`config.mk`:
```
export PLATFORM = sky130hd
export DESIGN_NAME = axi_xbar_1x2_flat
export DESIGN_NICKNAME = d
export VERILOG_FILES = /design/src/rtl/axi_xbar_1x2_if.sv /design/src/rtl/axi_xbar_1x2.sv /design/src/flat_wrapper.sv
export SDC_FILE = /design/constraint.sdc
export NUM_CORES = 1
export LEC_CHECK = 0
export ABC_AREA = 1
export ABC_CLOCK_PERIOD_IN_PS = 6300
export BUFFER_PORTS_ARGS = -buffer_cell sky130_fd_sc_hd__buf_4
export CELL_PAD_IN_SITES_DETAIL_PLACEMENT = 1
export CELL_PAD_IN_SITES_GLOBAL_PLACEMENT = 1
export CORE_AREA = 2 2 225 227
export CTS_CLUSTER_DIAMETER = 30
export CTS_CLUSTER_SIZE = 10
export DETAILED_ROUTE_END_ITERATION = 16
export DIE_AREA = 0 0 227 229
export GPL_ROUTABILITY_DRIVEN = 0
export PLACE_DENSITY = 0.61
export SYNTH_ARGS = -nofsm -noshare
export SYNTH_HDL_FRONTEND = slang
export SYNTH_SLANG_ARGS = --single-unit
```
`constraint.sdc`:
```
create_clock -name clk -period 6.3 [get_ports clk]
set_clock_uncertainty 0.1 [all_clocks]
set_input_delay 1.89 -clock clk [delete_from_list [all_inputs] [get_ports clk]]
set_output_delay 1.89 -clock clk [all_outputs]
set_load 0.1 [all_outputs]
```
`src/rtl/axi_xbar_1x2_if.sv`:
```
// AXI4 channel bundle (AR, R, AW, W, B) used for the crossbar's upstream port and both downstream ports.
// Handshake on every channel: a beat transfers on a rising edge where valid and ready are both high;
// the sender keeps valid and payload stable until that edge and never waits on ready before raising valid.
interface axi_xbar_1x2_if;
    logic        arvalid, arready;
    logic [31:0] araddr;
    logic [3:0]  arid;
    logic [7:0]  arlen;
    logic [2:0]  arsize;
    logic [1:0]  arburst;

    logic        rvalid, rready;
    logic [31:0] rdata;
    logic [1:0]  rresp;
    logic [3:0]  rid;
    logic        rlast;

    logic        awvalid, awready;
    logic [31:0] awaddr;
    logic [3:0]  awid;
    logic [7:0]  awlen;
    logic [2:0]  awsize;
    logic [1:0]  awburst;

    logic        wvalid, wready;
    logic [31:0] wdata;
    logic [3:0]  wstrb;
    logic        wlast;

    logic        bvalid, bready;
    logic [1:0]  bresp;
    logic [3:0]  bid;

    modport master (
        output arvalid, araddr, arid, arlen, arsize, arburst, input arready,
        input rvalid, rdata, rresp, rid, rlast, output rready,
        output awvalid, awaddr, awid, awlen, awsize, awburst, input awready,
        output wvalid, wdata, wstrb, wlast, input wready,
        input bvalid, bresp, bid, output bready
    );

    modport slave (
        input arvalid, araddr, arid, arlen, arsize, arburst, output arready,
        output rvalid, rdata, rresp, rid, rlast, input rready,
        input awvalid, awaddr, awid, awlen, awsize, awburst, output awready,
        input wvalid, wdata, wstrb, wlast, output wready,
        output bvalid, bresp, bid, input bready
    );
endinterface

```
`src/rtl/axi_xbar_1x2.sv`:
```
// AXI4 1-to-2 crossbar: memory on m0, UART on m1, one outstanding transaction per direction.
// Define AXI_XBAR_DECERR_EN to answer unmapped addresses with DECERR instead of routing them to m0.
module axi_xbar_1x2 #(
    parameter logic [31:0] MEM_BASE  = 32'h8000_0000,
    parameter logic [31:0] MEM_SIZE  = 32'h0800_0000,
    parameter logic [31:0] UART_BASE = 32'ha000_03f8,
    parameter logic [31:0] UART_SIZE = 32'h0000_0008
) (
    input  logic           clk,
    input  logic           rst,
    axi_xbar_1x2_if.slave  s,
    axi_xbar_1x2_if.master m0,
    axi_xbar_1x2_if.master m1,
    output logic [1:0]     r_state,
    output logic [2:0]     w_state,
    output logic           decode_miss
);
    typedef enum logic [1:0] {
        R_IDLE, R_ADDR, R_DATA
`ifdef AXI_XBAR_DECERR_EN
        , R_ERR
`endif
    } r_state_t;

    typedef enum logic [2:0] {
        W_IDLE, W_ADDR, W_RESP
`ifdef AXI_XBAR_DECERR_EN
        , W_ERR, W_ERESP
`endif
    } w_state_t;

    r_state_t    r_cur, r_nxt;
    w_state_t    w_cur, w_nxt;
    logic        r_port, w_port;
    logic [31:0] r_addr, w_addr;
    logic [3:0]  r_id, w_id;
    logic [7:0]  r_len, w_len;
    logic [2:0]  r_size, w_size;
    logic [1:0]  r_burst, w_burst;
    logic        aw_done, w_done, aw_hs, w_hs;
    logic        ar_uart, ar_mem, aw_uart, aw_mem;

    // Unsigned wrap-around makes one compare cover both region bounds.
    assign ar_uart = (s.araddr - UART_BASE) < UART_SIZE;
    assign ar_mem  = (s.araddr - MEM_BASE) < MEM_SIZE;
    assign aw_uart = (s.awaddr - UART_BASE) < UART_SIZE;
    assign aw_mem  = (s.awaddr - MEM_BASE) < MEM_SIZE;

    assign decode_miss = (s.arvalid & s.arready & ~(ar_uart | ar_mem))
                       | (s.awvalid & s.awready & ~(aw_uart | aw_mem));
    assign r_state = r_cur;
    assign w_state = w_cur;

    assign m0.araddr = r_addr;  assign m0.arid = r_id;  assign m0.arlen = r_len;
    assign m0.arsize = r_size;  assign m0.arburst = r_burst;
    assign m1.araddr = r_addr;  assign m1.arid = r_id;  assign m1.arlen = r_len;
    assign m1.arsize = r_size;  assign m1.arburst = r_burst;
    assign m0.awaddr = w_addr;  assign m0.awid = w_id;  assign m0.awlen = w_len;
    assign m0.awsize = w_size;  assign m0.awburst = w_burst;
    assign m1.awaddr = w_addr;  assign m1.awid = w_id;  assign m1.awlen = w_len;
    assign m1.awsize = w_size;  assign m1.awburst = w_burst;
    assign m0.wdata = s.wdata;  assign m0.wstrb = s.wstrb;  assign m0.wlast = s.wlast;
    assign m1.wdata = s.wdata;  assign m1.wstrb = s.wstrb;  assign m1.wlast = s.wlast;

    always_ff @(posedge clk) begin
        if (rst) begin
            r_cur <= R_IDLE;  r_port <= 1'b0;  r_addr <= '0;  r_id <= '0;
            r_len <= '0;      r_size <= '0;    r_burst <= '0;
        end else begin
            r_cur <= r_nxt;
            if (r_cur == R_IDLE && s.arvalid) begin
                r_port <= ar_uart;  r_addr <= s.araddr;  r_id <= s.arid;
                r_len <= s.arlen;   r_size <= s.arsize;  r_burst <= s.arburst;
            end
        end
    end

`ifdef AXI_XBAR_DECERR_EN
    logic [7:0] r_beat;
    always_ff @(posedge clk) begin
        if (rst || r_cur != R_ERR) r_beat <= '0;
        else if (s.rready) r_beat <= r_beat + 8'd1;
    end
`endif

    always_comb begin
        r_nxt = r_cur;
        s.arready = 1'b0;
        s.rvalid = 1'b0;  s.rdata = '0;  s.rresp = '0;  s.rid = '0;  s.rlast = 1'b0;
        m0.arvalid = 1'b0;  m1.arvalid = 1'b0;
        m0.rready = 1'b0;   m1.rready = 1'b0;
        case (r_cur)
            R_IDLE: begin
                s.arready = 1'b1;
`ifdef AXI_XBAR_DECERR_EN
                if (s.arvalid) r_nxt = (ar_uart | ar_mem) ? R_ADDR : R_ERR;
`else
                if (s.arvalid) r_nxt = R_ADDR;
`endif
            end
            R_ADDR: begin
                if (r_port) m1.arvalid = 1'b1;
                else        m0.arvalid = 1'b1;
                if (r_port ? m1.arready : m0.arready) r_nxt = R_DATA;
            end
            R_DATA: begin
                if (r_port) begin
                    s.rvalid = m1.rvalid;  s.rdata = m1.rdata;  s.rresp = m1.rresp;
                    s.rid = m1.rid;        s.rlast = m1.rlast;  m1.rready = s.rready;
                end else begin
                    s.rvalid = m0.rvalid;  s.rdata = m0.rdata;  s.rresp = m0.rresp;
                    s.rid = m0.rid;        s.rlast = m0.rlast;  m0.rready = s.rready;
                end
                if (s.rvalid && s.rready && s.rlast) r_nxt = R_IDLE;
            end
`ifdef AXI_XBAR_DECERR_EN
            R_ERR: begin
                s.rvalid = 1'b1;  s.rresp = 2'b11;  s.rid = r_id;
                s.rlast = (r_beat == r_len);
                if (s.rready && s.rlast) r_nxt = R_IDLE;
            end
`endif
            default: r_nxt = R_IDLE;
        endcase
    end

    always_ff @(posedge clk) begin
        if (rst) begin
            w_cur <= W_IDLE;  w_port <= 1'b0;  w_addr <= '0;  w_id <= '0;
            w_len <= '0;      w_size <= '0;    w_burst <= '0;
            aw_done <= 1'b0;  w_done <= 1'b0;
        end else begin
            w_cur <= w_nxt;
            if (w_cur == W_IDLE && s.awvalid) begin
                w_port <= aw_uart;  w_addr <= s.awaddr;  w_id <= s.awid;
                w_len <= s.awlen;   w_size <= s.awsize;  w_burst <= s.awburst;
            end
            if (w_cur == W_ADDR) begin
                aw_done <= aw_done | aw_hs;
                w_done  <= w_done | w_hs;
            end else begin
                aw_done <= 1'b0;
                w_done  <= 1'b0;
            end
        end
    end

    always_comb begin
        w_nxt = w_cur;
        aw_hs = 1'b0;  w_hs = 1'b0;
        s.awready = 1'b0;  s.wready = 1'b0;
        s.bvalid = 1'b0;   s.bresp = '0;  s.bid = '0;
        m0.awvalid = 1'b0;  m1.awvalid = 1'b0;
        m0.wvalid = 1'b0;   m1.wvalid = 1'b0;
        m0.bready = 1'b0;   m1.bready = 1'b0;
        case (w_cur)
            W_IDLE: begin
                s.awready = 1'b1;
`ifdef AXI_XBAR_DECERR_EN
                if (s.awvalid) w_nxt = (aw_uart | aw_mem) ? W_ADDR : W_ERR;
`else
                if (s.awvalid) w_nxt = W_ADDR;
`endif
            end
            W_ADDR: begin
                // AW and the W burst complete independently; the flags remember which side is done.
                if (w_port) begin
                    m1.awvalid = ~aw_done;  m1.wvalid = s.wvalid & ~w_done;
                    s.wready = m1.wready & ~w_done;  aw_hs = m1.awvalid & m1.awready;
                end else begin
                    m0.awvalid = ~aw_done;  m0.wvalid = s.wvalid & ~w_done;
                    s.wready = m0.wready & ~w_done;  aw_hs = m0.awvalid & m0.awready;
                end
                w_hs = s.wvalid & s.wready & s.wlast;
                if ((aw_done | aw_hs) && (w_done | w_hs)) w_nxt = W_RESP;
            end
            W_RESP: begin
                if (w_port) begin
                    s.bvalid = m1.bvalid;  s.bresp = m1.bresp;  s.bid = m1.bid;  m1.bready = s.bready;
                end else begin
                    s.bvalid = m0.bvalid;  s.bresp = m0.bresp;  s.bid = m0.bid;  m0.bready = s.bready;
                end
                if (s.bvalid && s.bready) w_nxt = W_IDLE;
            end
`ifdef AXI_XBAR_DECERR_EN
            W_ERR: begin
                s.wready = 1'b1;
                if (s.wvalid && s.wlast) w_nxt = W_ERESP;
            end
            W_ERESP: begin
                s.bvalid = 1'b1;  s.bresp = 2'b11;  s.bid = w_id;
                if (s.bready) w_nxt = W_IDLE;
            end
`endif
            default: w_nxt = W_IDLE;
        endcase
    end
endmodule
```
`src/flat_wrapper.sv`:
```
// flat-port wrapper written by rule: the top's interface ports become plain ports
module axi_xbar_1x2_flat 
#(
    parameter logic [31:0] MEM_BASE  = 32'h8000_0000,
    parameter logic [31:0] MEM_SIZE  = 32'h0800_0000,
    parameter logic [31:0] UART_BASE = 32'ha000_03f8,
    parameter logic [31:0] UART_SIZE = 32'h0000_0008
)
  (clk, rst, r_state, w_state, decode_miss, s_arvalid, s_araddr, s_arid, s_arlen, s_arsize, s_arburst, s_arready, s_rvalid, s_rdata, s_rresp, s_rid, s_rlast, s_rready, s_awvalid, s_awaddr, s_awid, s_awlen, s_awsize, s_awburst, s_awready, s_wvalid, s_wdata, s_wstrb, s_wlast, s_wready, s_bvalid, s_bresp, s_bid, s_bready, m0_arvalid, m0_araddr, m0_arid, m0_arlen, m0_arsize, m0_arburst, m0_arready, m0_rvalid, m0_rdata, m0_rresp, m0_rid, m0_rlast, m0_rready, m0_awvalid, m0_awaddr, m0_awid, m0_awlen, m0_awsize, m0_awburst, m0_awready, m0_wvalid, m0_wdata, m0_wstrb, m0_wlast, m0_wready, m0_bvalid, m0_bresp, m0_bid, m0_bready, m1_arvalid, m1_araddr, m1_arid, m1_arlen, m1_arsize, m1_arburst, m1_arready, m1_rvalid, m1_rdata, m1_rresp, m1_rid, m1_rlast, m1_rready, m1_awvalid, m1_awaddr, m1_awid, m1_awlen, m1_awsize, m1_awburst, m1_awready, m1_wvalid, m1_wdata, m1_wstrb, m1_wlast, m1_wready, m1_bvalid, m1_bresp, m1_bid, m1_bready);
  axi_xbar_1x2_if s_i ();
  axi_xbar_1x2_if m0_i ();
  axi_xbar_1x2_if m1_i ();
  input  logic clk;
  input  logic rst;
  output logic [1:0] r_state;
  output logic [2:0] w_state;
  output logic decode_miss;
  input wire logic [$bits(s_i.arvalid)-1:0] s_arvalid;
  input wire logic [$bits(s_i.araddr)-1:0] s_araddr;
  input wire logic [$bits(s_i.arid)-1:0] s_arid;
  input wire logic [$bits(s_i.arlen)-1:0] s_arlen;
  input wire logic [$bits(s_i.arsize)-1:0] s_arsize;
  input wire logic [$bits(s_i.arburst)-1:0] s_arburst;
  output wire logic [$bits(s_i.arready)-1:0] s_arready;
  output wire logic [$bits(s_i.rvalid)-1:0] s_rvalid;
  output wire logic [$bits(s_i.rdata)-1:0] s_rdata;
  output wire logic [$bits(s_i.rresp)-1:0] s_rresp;
  output wire logic [$bits(s_i.rid)-1:0] s_rid;
  output wire logic [$bits(s_i.rlast)-1:0] s_rlast;
  input wire logic [$bits(s_i.rready)-1:0] s_rready;
  input wire logic [$bits(s_i.awvalid)-1:0] s_awvalid;
  input wire logic [$bits(s_i.awaddr)-1:0] s_awaddr;
  input wire logic [$bits(s_i.awid)-1:0] s_awid;
  input wire logic [$bits(s_i.awlen)-1:0] s_awlen;
  input wire logic [$bits(s_i.awsize)-1:0] s_awsize;
  input wire logic [$bits(s_i.awburst)-1:0] s_awburst;
  output wire logic [$bits(s_i.awready)-1:0] s_awready;
  input wire logic [$bits(s_i.wvalid)-1:0] s_wvalid;
  input wire logic [$bits(s_i.wdata)-1:0] s_wdata;
  input wire logic [$bits(s_i.wstrb)-1:0] s_wstrb;
  input wire logic [$bits(s_i.wlast)-1:0] s_wlast;
  output wire logic [$bits(s_i.wready)-1:0] s_wready;
  output wire logic [$bits(s_i.bvalid)-1:0] s_bvalid;
  output wire logic [$bits(s_i.bresp)-1:0] s_bresp;
  output wire logic [$bits(s_i.bid)-1:0] s_bid;
  input wire logic [$bits(s_i.bready)-1:0] s_bready;
  output wire logic [$bits(m0_i.arvalid)-1:0] m0_arvalid;
  output wire logic [$bits(m0_i.araddr)-1:0] m0_araddr;
  output wire logic [$bits(m0_i.arid)-1:0] m0_arid;
  output wire logic [$bits(m0_i.arlen)-1:0] m0_arlen;
  output wire logic [$bits(m0_i.arsize)-1:0] m0_arsize;
  output wire logic [$bits(m0_i.arburst)-1:0] m0_arburst;
  input wire logic [$bits(m0_i.arready)-1:0] m0_arready;
  input wire logic [$bits(m0_i.rvalid)-1:0] m0_rvalid;
  input wire logic [$bits(m0_i.rdata)-1:0] m0_rdata;
  input wire logic [$bits(m0_i.rresp)-1:0] m0_rresp;
  input wire logic [$bits(m0_i.rid)-1:0] m0_rid;
  input wire logic [$bits(m0_i.rlast)-1:0] m0_rlast;
  output wire logic [$bits(m0_i.rready)-1:0] m0_rready;
  output wire logic [$bits(m0_i.awvalid)-1:0] m0_awvalid;
  output wire logic [$bits(m0_i.awaddr)-1:0] m0_awaddr;
  output wire logic [$bits(m0_i.awid)-1:0] m0_awid;
  output wire logic [$bits(m0_i.awlen)-1:0] m0_awlen;
  output wire logic [$bits(m0_i.awsize)-1:0] m0_awsize;
  output wire logic [$bits(m0_i.awburst)-1:0] m0_awburst;
  input wire logic [$bits(m0_i.awready)-1:0] m0_awready;
  output wire logic [$bits(m0_i.wvalid)-1:0] m0_wvalid;
  output wire logic [$bits(m0_i.wdata)-1:0] m0_wdata;
  output wire logic [$bits(m0_i.wstrb)-1:0] m0_wstrb;
  output wire logic [$bits(m0_i.wlast)-1:0] m0_wlast;
  input wire logic [$bits(m0_i.wready)-1:0] m0_wready;
  input wire logic [$bits(m0_i.bvalid)-1:0] m0_bvalid;
  input wire logic [$bits(m0_i.bresp)-1:0] m0_bresp;
  input wire logic [$bits(m0_i.bid)-1:0] m0_bid;
  output wire logic [$bits(m0_i.bready)-1:0] m0_bready;
  output wire logic [$bits(m1_i.arvalid)-1:0] m1_arvalid;
  output wire logic [$bits(m1_i.araddr)-1:0] m1_araddr;
  output wire logic [$bits(m1_i.arid)-1:0] m1_arid;
  output wire logic [$bits(m1_i.arlen)-1:0] m1_arlen;
  output wire logic [$bits(m1_i.arsize)-1:0] m1_arsize;
  output wire logic [$bits(m1_i.arburst)-1:0] m1_arburst;
  input wire logic [$bits(m1_i.arready)-1:0] m1_arready;
  input wire logic [$bits(m1_i.rvalid)-1:0] m1_rvalid;
  input wire logic [$bits(m1_i.rdata)-1:0] m1_rdata;
  input wire logic [$bits(m1_i.rresp)-1:0] m1_rresp;
  input wire logic [$bits(m1_i.rid)-1:0] m1_rid;
  input wire logic [$bits(m1_i.rlast)-1:0] m1_rlast;
  output wire logic [$bits(m1_i.rready)-1:0] m1_rready;
  output wire logic [$bits(m1_i.awvalid)-1:0] m1_awvalid;
  output wire logic [$bits(m1_i.awaddr)-1:0] m1_awaddr;
  output wire logic [$bits(m1_i.awid)-1:0] m1_awid;
  output wire logic [$bits(m1_i.awlen)-1:0] m1_awlen;
  output wire logic [$bits(m1_i.awsize)-1:0] m1_awsize;
  output wire logic [$bits(m1_i.awburst)-1:0] m1_awburst;
  input wire logic [$bits(m1_i.awready)-1:0] m1_awready;
  output wire logic [$bits(m1_i.wvalid)-1:0] m1_wvalid;
  output wire logic [$bits(m1_i.wdata)-1:0] m1_wdata;
  output wire logic [$bits(m1_i.wstrb)-1:0] m1_wstrb;
  output wire logic [$bits(m1_i.wlast)-1:0] m1_wlast;
  input wire logic [$bits(m1_i.wready)-1:0] m1_wready;
  input wire logic [$bits(m1_i.bvalid)-1:0] m1_bvalid;
  input wire logic [$bits(m1_i.bresp)-1:0] m1_bresp;
  input wire logic [$bits(m1_i.bid)-1:0] m1_bid;
  output wire logic [$bits(m1_i.bready)-1:0] m1_bready;
  assign s_i.arvalid = s_arvalid;
  assign s_i.araddr = s_araddr;
  assign s_i.arid = s_arid;
  assign s_i.arlen = s_arlen;
  assign s_i.arsize = s_arsize;
  assign s_i.arburst = s_arburst;
  assign s_arready = s_i.arready;
  assign s_rvalid = s_i.rvalid;
  assign s_rdata = s_i.rdata;
  assign s_rresp = s_i.rresp;
  assign s_rid = s_i.rid;
  assign s_rlast = s_i.rlast;
  assign s_i.rready = s_rready;
  assign s_i.awvalid = s_awvalid;
  assign s_i.awaddr = s_awaddr;
  assign s_i.awid = s_awid;
  assign s_i.awlen = s_awlen;
  assign s_i.awsize = s_awsize;
  assign s_i.awburst = s_awburst;
  assign s_awready = s_i.awready;
  assign s_i.wvalid = s_wvalid;
  assign s_i.wdata = s_wdata;
  assign s_i.wstrb = s_wstrb;
  assign s_i.wlast = s_wlast;
  assign s_wready = s_i.wready;
  assign s_bvalid = s_i.bvalid;
  assign s_bresp = s_i.bresp;
  assign s_bid = s_i.bid;
  assign s_i.bready = s_bready;
  assign m0_arvalid = m0_i.arvalid;
  assign m0_araddr = m0_i.araddr;
  assign m0_arid = m0_i.arid;
  assign m0_arlen = m0_i.arlen;
  assign m0_arsize = m0_i.arsize;
  assign m0_arburst = m0_i.arburst;
  assign m0_i.arready = m0_arready;
  assign m0_i.rvalid = m0_rvalid;
  assign m0_i.rdata = m0_rdata;
  assign m0_i.rresp = m0_rresp;
  assign m0_i.rid = m0_rid;
  assign m0_i.rlast = m0_rlast;
  assign m0_rready = m0_i.rready;
  assign m0_awvalid = m0_i.awvalid;
  assign m0_awaddr = m0_i.awaddr;
  assign m0_awid = m0_i.awid;
  assign m0_awlen = m0_i.awlen;
  assign m0_awsize = m0_i.awsize;
  assign m0_awburst = m0_i.awburst;
  assign m0_i.awready = m0_awready;
  assign m0_wvalid = m0_i.wvalid;
  assign m0_wdata = m0_i.wdata;
  assign m0_wstrb = m0_i.wstrb;
  assign m0_wlast = m0_i.wlast;
  assign m0_i.wready = m0_wready;
  assign m0_i.bvalid = m0_bvalid;
  assign m0_i.bresp = m0_bresp;
  assign m0_i.bid = m0_bid;
  assign m0_bready = m0_i.bready;
  assign m1_arvalid = m1_i.arvalid;
  assign m1_araddr = m1_i.araddr;
  assign m1_arid = m1_i.arid;
  assign m1_arlen = m1_i.arlen;
  assign m1_arsize = m1_i.arsize;
  assign m1_arburst = m1_i.arburst;
  assign m1_i.arready = m1_arready;
  assign m1_i.rvalid = m1_rvalid;
  assign m1_i.rdata = m1_rdata;
  assign m1_i.rresp = m1_rresp;
  assign m1_i.rid = m1_rid;
  assign m1_i.rlast = m1_rlast;
  assign m1_rready = m1_i.rready;
  assign m1_awvalid = m1_i.awvalid;
  assign m1_awaddr = m1_i.awaddr;
  assign m1_awid = m1_i.awid;
  assign m1_awlen = m1_i.awlen;
  assign m1_awsize = m1_i.awsize;
  assign m1_awburst = m1_i.awburst;
  assign m1_i.awready = m1_awready;
  assign m1_wvalid = m1_i.wvalid;
  assign m1_wdata = m1_i.wdata;
  assign m1_wstrb = m1_i.wstrb;
  assign m1_wlast = m1_i.wlast;
  assign m1_i.wready = m1_wready;
  assign m1_i.bvalid = m1_bvalid;
  assign m1_i.bresp = m1_bresp;
  assign m1_i.bid = m1_bid;
  assign m1_bready = m1_i.bready;
  axi_xbar_1x2 #(.MEM_BASE(MEM_BASE), .MEM_SIZE(MEM_SIZE), .UART_BASE(UART_BASE), .UART_SIZE(UART_SIZE)) u_core (.clk(clk), .rst(rst), .s(s_i), .m0(m0_i), .m1(m1_i), .r_state(r_state), .w_state(w_state), .decode_miss(decode_miss));
endmodule
```
Yosys cells after proc, flatten, opt, wreduce, memory -nomap -nowiden
Index checks and enable logic that the tools add are counted.
{"block": "totals", "register_bits": 107, "input_bits": 242, "output_inout_bits": 336, "elab_cells": 125}
{"block": "classes", "addsub": 4, "magnitude_cmp": 4, "eq_ne": 10, "muxes": 57, "bitwise": 23, "n_reduce_logical": 11}
{"cell": "32-bit subtractor (second input constant)", "count": 4}
{"cell": "32-bit by 28-bit less-than comparator with 1-bit output (second input constant)", "count": 2}
{"cell": "32-bit by 4-bit less-than comparator with 1-bit output (second input constant)", "count": 2}
{"cell": "32-bit two-way mux", "count": 2}
{"cell": "1-bit two-way mux", "count": 39}
{"cell": "4-bit two-way mux", "count": 4}
{"cell": "2-bit two-way mux", "count": 7}
{"cell": "1-bit AND", "count": 11}
{"cell": "3-bit two-way mux", "count": 3}
{"cell": "3-bit case mux with 3 select lines", "count": 1}
{"cell": "1-bit OR", "count": 7}
{"cell": "1-bit logical AND", "count": 6}
{"cell": "2-bit by 1-bit != test with 1-bit output (second input constant)", "count": 3}
{"cell": "2-bit != test (second input constant)", "count": 3}
{"cell": "2-bit case mux with 3 select lines", "count": 1}
{"cell": "3-bit AND reduction", "count": 2}
{"cell": "1-bit NOT", "count": 5}
{"cell": "3-bit by 1-bit == test with 1-bit output (second input constant)", "count": 1}
{"cell": "3-bit by 2-bit == test with 1-bit output (second input constant)", "count": 1}
{"cell": "3-bit zero test", "count": 1}
{"cell": "2-bit by 1-bit == test with 1-bit output (second input constant)", "count": 1}
{"cell": "2-bit == test (second input constant)", "count": 1}
{"cell": "2-bit zero test", "count": 1}
{"cell": "2-bit OR reduction", "count": 1}

Longest topological paths before layout
Gate-level depths: netlist of run 1.
{"block": "logic_depth", "ltp_word": 10, "depth_mapped": 16, "ltp_nobuf": 16}

Worst setup path before layout of run 1
OpenSTA, ideal clock, no wires.
{"block": "synth_path", "path_kind": "input to output", "startpoint": "input m0_wready", "endpoint": "output s_wready", "arrival_time_ns": 4.832, "required_ns": 4.310, "setup_slack_ns": -0.522, "path_stages": 2, "n_path_buf": 0, "path_cell_list": "nor2_1 > nor4_1"}
{"block": "synth_via", "elab_chain_len": 4}
{"element": "from (decl)", "line_no": "flat_wrapper.sv:71", "source": "input wire logic [$bits(m0_i.wready)-1:0] m0_wready;"}
{"element": "1-bit AND", "line_no": "axi_xbar_1x2.sv:172", "source": "s.wready = m0.wready & ~w_done; aw_hs = m0.awvalid & m0.awready;"}
{"element": "1-bit two-way mux", "line_no": "axi_xbar_1x2.sv:167", "source": "if (w_port) begin"}
{"element": "1-bit two-way mux (2 in a row)", "line_no": "axi_xbar_1x2.sv:156", "source": "case (w_cur)"}
{"element": "to (decl)", "line_no": "flat_wrapper.sv:42", "source": "output wire logic [$bits(s_i.wready)-1:0] s_wready;"}
No other way between the ends. The select of a mux whose other input is x is not followed.

Final worst setup path of run 1
{"block": "layout_path", "startpoint": "input s_araddr[3]", "endpoint": "output decode_miss"}
{"block": "layout_via", "elab_chain_len": 6, "elab_cells_between_ends": 8, "classes_between": "add/sub (2); order compare (2); bitwise (4)"}
{"element": "from (decl)", "line_no": "flat_wrapper.sv:19", "source": "input wire logic [$bits(s_i.araddr)-1:0] s_araddr;"}
{"element": "32-bit subtractor, on equally long branches", "line_no": "axi_xbar_1x2.sv:44, axi_xbar_1x2.sv:45"}
{"element": "32-bit by 4-bit less-than comparator with 1-bit output / 32-bit by 28-bit less-than comparator with 1-bit output (equally long branches)", "line_no": "axi_xbar_1x2.sv:44, axi_xbar_1x2.sv:45"}
{"element": "1-bit OR *", "line_no": "axi_xbar_1x2.sv:49", "source": "assign decode_miss = (s.arvalid & s.arready & ~(ar_uart | ar_mem))"}
{"element": "1-bit NOT *", "line_no": "axi_xbar_1x2.sv:49"}
{"element": "1-bit AND *", "line_no": "axi_xbar_1x2.sv:49"}
{"element": "1-bit OR *", "line_no": "axi_xbar_1x2.sv:50", "source": "| (s.awvalid & s.awready & ~(aw_uart | aw_mem));"}
{"element": "to (decl)", "line_no": "flat_wrapper.sv:17", "source": "output logic decode_miss;"}
Every way passes the cells marked *; elsewhere a longest branch is shown, timed or not.

==> flow_summary_export.csv, run 1 <==
group,metric,value,unit
placement,pre_cts_ws,0.3643,ns
synth,async_flop_share,0,%
finish,drive_above_1_share,34.48,%
finish,final_cell_mix,"buf_4 (477), nand2_1 (265), nor2_1 (224)",
timing,fmax,0.1710,GHz
route,wl_met2,17600,microns
synth,yosysWarningCount,0,
power,pwr_density_cell,291.0,nW/um^2
synth,synth_fa_ha_area_share,0.3279,%
route,vias,8614,
worst_hold_path,hold_class,"reg2reg",
synth,yosys.area_share.simple,31.32,%
outcome,outcome,"completed",
cts,htree_levels,3,
power,p_leak,0.005450,uW
die,core_area,49660,sq um
die,num_rows,82,
flow_run,cap_violations,0,
synth,yosysSeqAreaShare,27.81,%
finish,final_area,10890,sq um
finish,nets,1747,
worst_setup_path,cp_max_fo,8,
worst_setup_path,cp-end-kind,"primary output",
placement,dp_hpwl,29330,microns
global_route,grt_start_max_net_pins,71,
placement,placement.io_buffers,468,
worst_setup_path,critPathMostFrequentCell,"nand2_1",
global_route,grt-ovfl-total,0,
finish,final_util,21.93,%
cts,cts_buffers,9,
synth,syn_area,7631,sq um
synth,synth_cell_type_count,37,
finish,layout_commonest_cell,"buf_4",
die,fp.dieArea,51980,sq um
synth,synth.mux.area_fraction,0.3935,%
cts,path_clk_slew,0.09,ns
route,drt_iter0_drc,246,
cts,cts_buffer_depth,2,
worst_setup_path,setup.worst_path.start_class,"primary input",
timing,drv_slew,0,
route,wl,35930,microns
route,dr_wl_met3,2362,microns
cts,cts_tree,"yes",
route,dr.pass1.iters,4,
synth,synth_top_flop_cell,"dfxtp_1",
cts,cts_root_buffer,"clkbuf_16",
timing,worst_slew_pin_slew,0.8870,ns
worst_setup_path,cp.arrival,3.86,ns
power,p_total,3168,uW
cts,post_cts_buffers,0,
timing,hold_viol,0,
die,die_height,229,microns
cts,clock_latency,0.38,ns
power,vdd_ir_drop_max,0.1231,mV
worst_setup_path,critical_path_class,"in2out",
route,viasPerCell,3.950,
timing,finalCriticalPeriod,5.846,ns
worst_setup_path,path_cells,"buf_4 -> ha_1 -> nand2_1 -> inv_1 -> nand2_4 -> nand2_2 -> nor2_2 -> nand2_1 -> xor2_1 -> nand3_1 -> nor2_1 -> nand2_1 -> nand2_1 -> nand2_1 -> buf_4",
global_route,antenna_found_initial,3,
route,top_layer_used,"met4",
synth,synth_edf_count,0,
synth,synth-xor-area-share,1.263,%
route,drc,0,
worst_setup_path,crit_buf_inv,3,
timing,period_share,92.80,%
synth,synth_top_family_by_area,"simple AND/OR/NAND/NOR gates",
route,wl_met1,15430,microns
cts,postCtsHoldBufs,0,
timing,slew_headroom,40.78,%
timing,setup-violations-final,0,
synth,syn-num-nets,1480,
synth,synth_compound_area_share,14.66,%
timing,rsz0062_at_grt,"false",
timing,setup_ws,0.4536,ns
route,postRouteAntennaNets,0,
worst_setup_path,crit_required,4.31,ns
placement,placed_area,10570,sq um
global_route,grt_pass1_wl,52100,microns
worst_setup_path,slowest_delay,0.23,ns
global_route,grt_usage,13.19,%
synth,yosys.area.top_type,"dfxtp_1",
route,drt-wirelength-per-cell,16.47,microns
cts,cts_resized,0,
global_route,grt_pass1_vias,8733,
worst_setup_path,critical-path-top-delay-family,"simple AND/OR/NAND/NOR gates",
synth,syn-instance-count,1236,
cts,clock_sinks,106,
timing,setup_tns,0,ns
die,initial_core_util,15.37,%
synth,synth.top_cell.area_share,27.81,%
die,die_w,227,microns
worst_setup_path,cp_slowest_cell,"buf_4",
synth,avgSynthCellArea,6.174,sq um
synth,synth_seq_cells,106,
synth,synthTopCellsByArea,"dfxtp_1 (28%), buf_4 (17%), nand2_1 (13%), nor2_1 (11%), o21ai_0 (7.4%)",
finish,area_growth_syn_to_layout,42.68,%
die,io_pins,578,
power breakdown:
group / total (uW) / switching (uW) / internal (uW) / leakage [uW]
Sequential: 802 / 65.3 / 737 / 0.000878
Combinational: 1720 / 1380 / 343 / 0.00442
Clock: 644 / 322 / 322 / 0.000153
Total: 3170 / 1770 / 1400 / 0.00545
state kept, by name (all words and copies together), names as in the netlist, 2 cells and up:
name	flops
u_core.m0.arid	4
u_core.r_state	2
u_core.m0.arsize	3
u_core.m0.arlen	8
u_core.m0.awaddr	32
u_core.m0.araddr	32
u_core.m0.arburst	2
u_core.m0.awlen	8
u_core.m0.awburst	2
u_core.m0.awsize	3
u_core.m0.awid	4
u_core.w_state	2
kinds of logic after synthesis:
kind of cell | Yosys count
AOI/OAI and AO/OA | 219
adders and majority gates | 2
xor gates and xnor gates | 11
DFF | 106
muxes | 3
buffers and inverters | 314
and+or+nand+nor | 580
other | 1
per-stage QoR:
| step | std cells | hold WS (ns) |
|---|---|---|
| floorplan | 1236 | 0.3843 |
| global placement | 2164 | 0.3932 |
| detailed placement | 2164 | 0.4042 |
| CTS | 2180 | 0.4179 |
| global route | 2180 | 0.4328 |
| finish | 2181 | 0.4133 |
final timing paths:
path / from / to / slack (ns) / depth (start not counted)
setup reg to reg: u_core.w_state[1] / u_core.m0.awaddr[29] / 3.74 / 7
hold / removal: u_core.m0.awid[2] / u_core.m0.awid[2] / 0.41 / 2
hold reg to reg: u_core.m0.awid[2] / u_core.m0.awid[2] / 0.41 / 2
setup / recovery: s_araddr[3] / decode_miss / 0.45 / 15
synth_stat cells, drive strengths merged, types with 3 or more instances:
library cell,instances
nor4,3
nor2,233
nand3,49
nand4,7
o21ai,114
inv,93
a21oi,100
nor3,11
nand2,274
mux2i,3
xor2,9
clkbuf,42
dfxtp,106
buf,179
routing by layer:
| layer | track usage [%] | vias up |
|---|---|---|
| li1 | - | 4265 |
| met1 | 15.94 | 4035 |
| met2 | 23.20 | 273 |
| met3 | 3.079 | 41 |
| met4 | 3.554 | 0 |
| met5 | 0 | - |
area by class of cell:
cell class	instances	area [sq um]
flip-flops and latches	106	2122
repair buffers	477	3581
clock inverters	7	93.84
inverters	93	352.8
fillers	6286	38770
multi-input cells	816	3670
clock buffers	9	225.2
well taps	672	840.8
diodes	1	2.502
worst reg2reg max path, cell delays in order (launching register included):
cell and delay (ns):
dfxtp_1 0.35, nor2_1 0.17, nand2_1 0.24, buf_4 0.31, inv_2 0.66, buf_4 0.40
o21ai_0 0.11, a21oi_1 0.15
Note: power is estimated with default switching activity, not from simulation.
==> inputs of run 2 (changes only) <==
--- a/config.mk
+++ b/config.mk
@@ -6,17 +6,17 @@
 export NUM_CORES = 1
 export LEC_CHECK = 0
 export ABC_AREA = 1
-export ABC_CLOCK_PERIOD_IN_PS = 6300
+export ABC_CLOCK_PERIOD_IN_PS = 4900
 export BUFFER_PORTS_ARGS = -buffer_cell sky130_fd_sc_hd__buf_4
 export CELL_PAD_IN_SITES_DETAIL_PLACEMENT = 1
 export CELL_PAD_IN_SITES_GLOBAL_PLACEMENT = 1
-export CORE_AREA = 2 2 225 227
+export CORE_AREA = 2 2 228 230
 export CTS_CLUSTER_DIAMETER = 30
 export CTS_CLUSTER_SIZE = 10
 export DETAILED_ROUTE_END_ITERATION = 16
-export DIE_AREA = 0 0 227 229
+export DIE_AREA = 0 0 230 232
 export GPL_ROUTABILITY_DRIVEN = 0
-export PLACE_DENSITY = 0.61
+export PLACE_DENSITY = 0.62
 export SYNTH_ARGS = -nofsm -noshare
 export SYNTH_HDL_FRONTEND = slang
 export SYNTH_SLANG_ARGS = --single-unit
==> constraint.sdc (replaced) <==
create_clock -name clk -period 4.9 [get_ports clk]
set_clock_uncertainty 0.1 [all_clocks]
set_input_delay 1.47 -clock clk [delete_from_list [all_inputs] [get_ports clk]]
set_output_delay 1.47 -clock clk [all_outputs]
set_load 0.1 [all_outputs]
==> run 2 against run 1 <==
- flip-flop and latch count stayed put
- first-iteration DRC count grew 4.5%
- critical endpoint unchanged
- sequential share of layout area fell by 0.64 points
- largest power group unchanged
- non-clock buffer count grew 26
- largest cell class unchanged
- hold slack got worse by 0.0025 ns
==> flow_summary_export.csv, run 2 (synthesis gave the netlist of run 1 again) <==
group,metric,value,unit
outcome,outcome,"completed",
worst_setup_path,crit_buf_inv,4,
power,p_leak,0.005588,uW
worst_setup_path,cp_slowest_cell,"nor3_1",
route,drt-wirelength-per-cell,16.32,microns
finish,layout_commonest_cell,"buf_4",
die,initial_core_util,15.00,%
route,wl,36130,microns
worst_setup_path,critical_path_class,"in2out",
die,core_area,50890,sq um
worst_setup_path,cp-end-kind,"primary output",
timing,finalCriticalPeriod,4.774,ns
worst_setup_path,cp_max_fo,5,
global_route,grt_usage,12.97,%
worst_setup_path,setup.worst_path.start_class,"primary input",
worst_setup_path,path_cells,"buf_4 -> ha_2 -> nand2_2 -> inv_1 -> nand2_4 -> buf_4 -> nand2_1 -> nand2_1 -> nand2_1 -> nand2_1 -> nor3_1 -> nand2_1 -> nor2_1 -> nand2_1 -> nand2_1 -> nand2_2 -> buf_12",
cts,cts_buffers,9,
die,die_height,232,microns
power,p_total,4083,uW
timing,fmax,0.2095,GHz
placement,placement.io_buffers,468,
placement,dp_hpwl,29230,microns
route,postRouteAntennaNets,0,
power,netSwitchingFraction,56.69,%
global_route,grt_start_max_net_pins,59,
power,vdd_ir_drop_max,0.1587,mV
timing,worst_slew_pin_slew,0.9149,ns
cts,htree_levels,3,
cts,clock_sinks,106,
timing,hold_viol,0,
cts,clock_latency,0.39,ns
global_route,antenna_found_initial,1,
worst_setup_path,slowest_delay,0.21,ns
route,viasPerCell,3.925,
route,dr.pass1.iters,4,
power,pwr_density_cell,362.6,nW/um^2
worst_setup_path,critPathMostFrequentCell,"nand2_1",
die,io_pins,578,
route,vias,8690,
cts,postCtsHoldBufs,0,
worst_setup_path,critical-path-top-delay-family,"simple AND/OR/NAND/NOR gates",
global_route,grt_pass1_wl,53310,microns
finish,nets,1773,
timing,slew_headroom,39.01,%
timing,period_share,97.42,%
flow_run,cap_violations,0,
die,die_w,230,microns
power,p_clk_share,19.9,%
cts,path_clk_slew,0.08,ns
power,power.share.combinational,54.8,%
cts,cts_root_buffer,"clkbuf_16",
worst_hold_path,hold_class,"reg2reg",
global_route,grt-ovfl-total,0,
timing,holdWs,0.4108,ns
finish,n_fill_cell,6391,
finish,area_growth_syn_to_layout,47.55,%
finish,drive_above_1_share,37.94,%
die,fp.dieArea,53360,sq um
route,drt_iter0_drc,257,
finish,final_cell_mix,"buf_4 (500), nand2_1 (260), nor2_1 (210)",
power,seqPwrFrac,25.3,%
die,num_rows,83,
worst_setup_path,crit_required,3.33,ns
cts,cts_buffer_depth,2,
power,p_switching,2314,uW
timing,drv_slew,0,
worst_setup_path,cp.arrival,3.20,ns
power,internal_power,1768,uW
route,drc,0,
finish,antenna_cells,0,
cts,cts_tree,"yes",
global_route,grt_pass1_vias,8961,
timing,setup-violations-final,0,
-- run 2: cell count changes in the layout (fill, tap and decap cells not counted), sizes merged --
| cell | before | now |
|---|---|---|
| clkinvlp | 1 | 0 |
| bufinv | 1 | 0 |
| diode | 1 | 0 |
| clkinv | 2 | 4 |
| buf | 477 | 503 |
-- run 2: area by class of cell --
cell class	instances	area [sq um]	share of cell area, %
well taps	680	850.8	7.556
clock inverters	7	81.33	0.7223
flip-flops and latches	106	2122	18.85
clock buffers	9	225.2	2.000
repair buffers	503	3805	33.79
multi-input cells	816	3821	33.94
inverters	93	354.1	3.145
-- run 2: metrics by stage --
| stage | util [%] | cell area [sq um] | setup TNS (ns) | std cells | setup WS, ns |
|---|---|---|---|---|---|
| 2_1_floorplan | - | 7672 | -2.043 | 1236 | -1.021 |
| 5_1_grt | 22.13 | 11260 | -0.02857 | 2214 | -0.02857 |
| 4_1_cts | 21.82 | 11110 | 0 | 2210 | 0.01447 |
| 6_report | 22.13 | 11260 | 0 | 2214 | 0.1265 |
| 3_3_place_gp | 21.20 | 10790 | -0.05429 | 2194 | -0.05429 |
| 3_5_place_dp | 21.20 | 10790 | -0.09574 | 2194 | -0.09574 |
-- run 2: path summary, 6_finish.rpt --
check,startpoint,end,slack (ns),depth (start not counted)
min reg2reg,u_core.m0.awid[2],u_core.m0.awid[2],0.41,2
min,u_core.m0.awid[2],u_core.m0.awid[2],0.41,2
max,s_awaddr[3],decode_miss,0.13,17
max reg2reg,u_core.r_state[0],u_core.m0.arid[2],2.45,7
-- run 2: what timing repair did --
action,CTS,global route
resized for setup,3,41
endpoints found under the setup margin,1,1
pin swaps,0,12
setup buffers,0,4
-- run 2: worst min-delay path: cells and delay by family, from the launching register on --
family	cells	cell delay [ns]
flops	1	0.33
simple gates	2	0.15
-- run 2: routing by layer --
layer	vias to the layer above	global-route usage, %	wire (microns)
met2	278	22.58	17750
met3	51	2.480	1871
met1	4042	15.76	15560
met4	0	4.919	951
met5	-	0	0
li1	4319	-	-
-- run 2: power groups by stage --
| stage | combinational, uW | sequential (uW) | clock (uW) |
|---|---|---|---|
| detailed placement | 2240 | 1060 | 0 |
| floorplan | 1460 | 1620 | 0 |
| CTS | 2250 | 1040 | 878 |
| global placement | 2230 | 1050 | 0 |
| finish | 2240 | 1030 | 813 |
| global route | 2330 | 1050 | 888 |
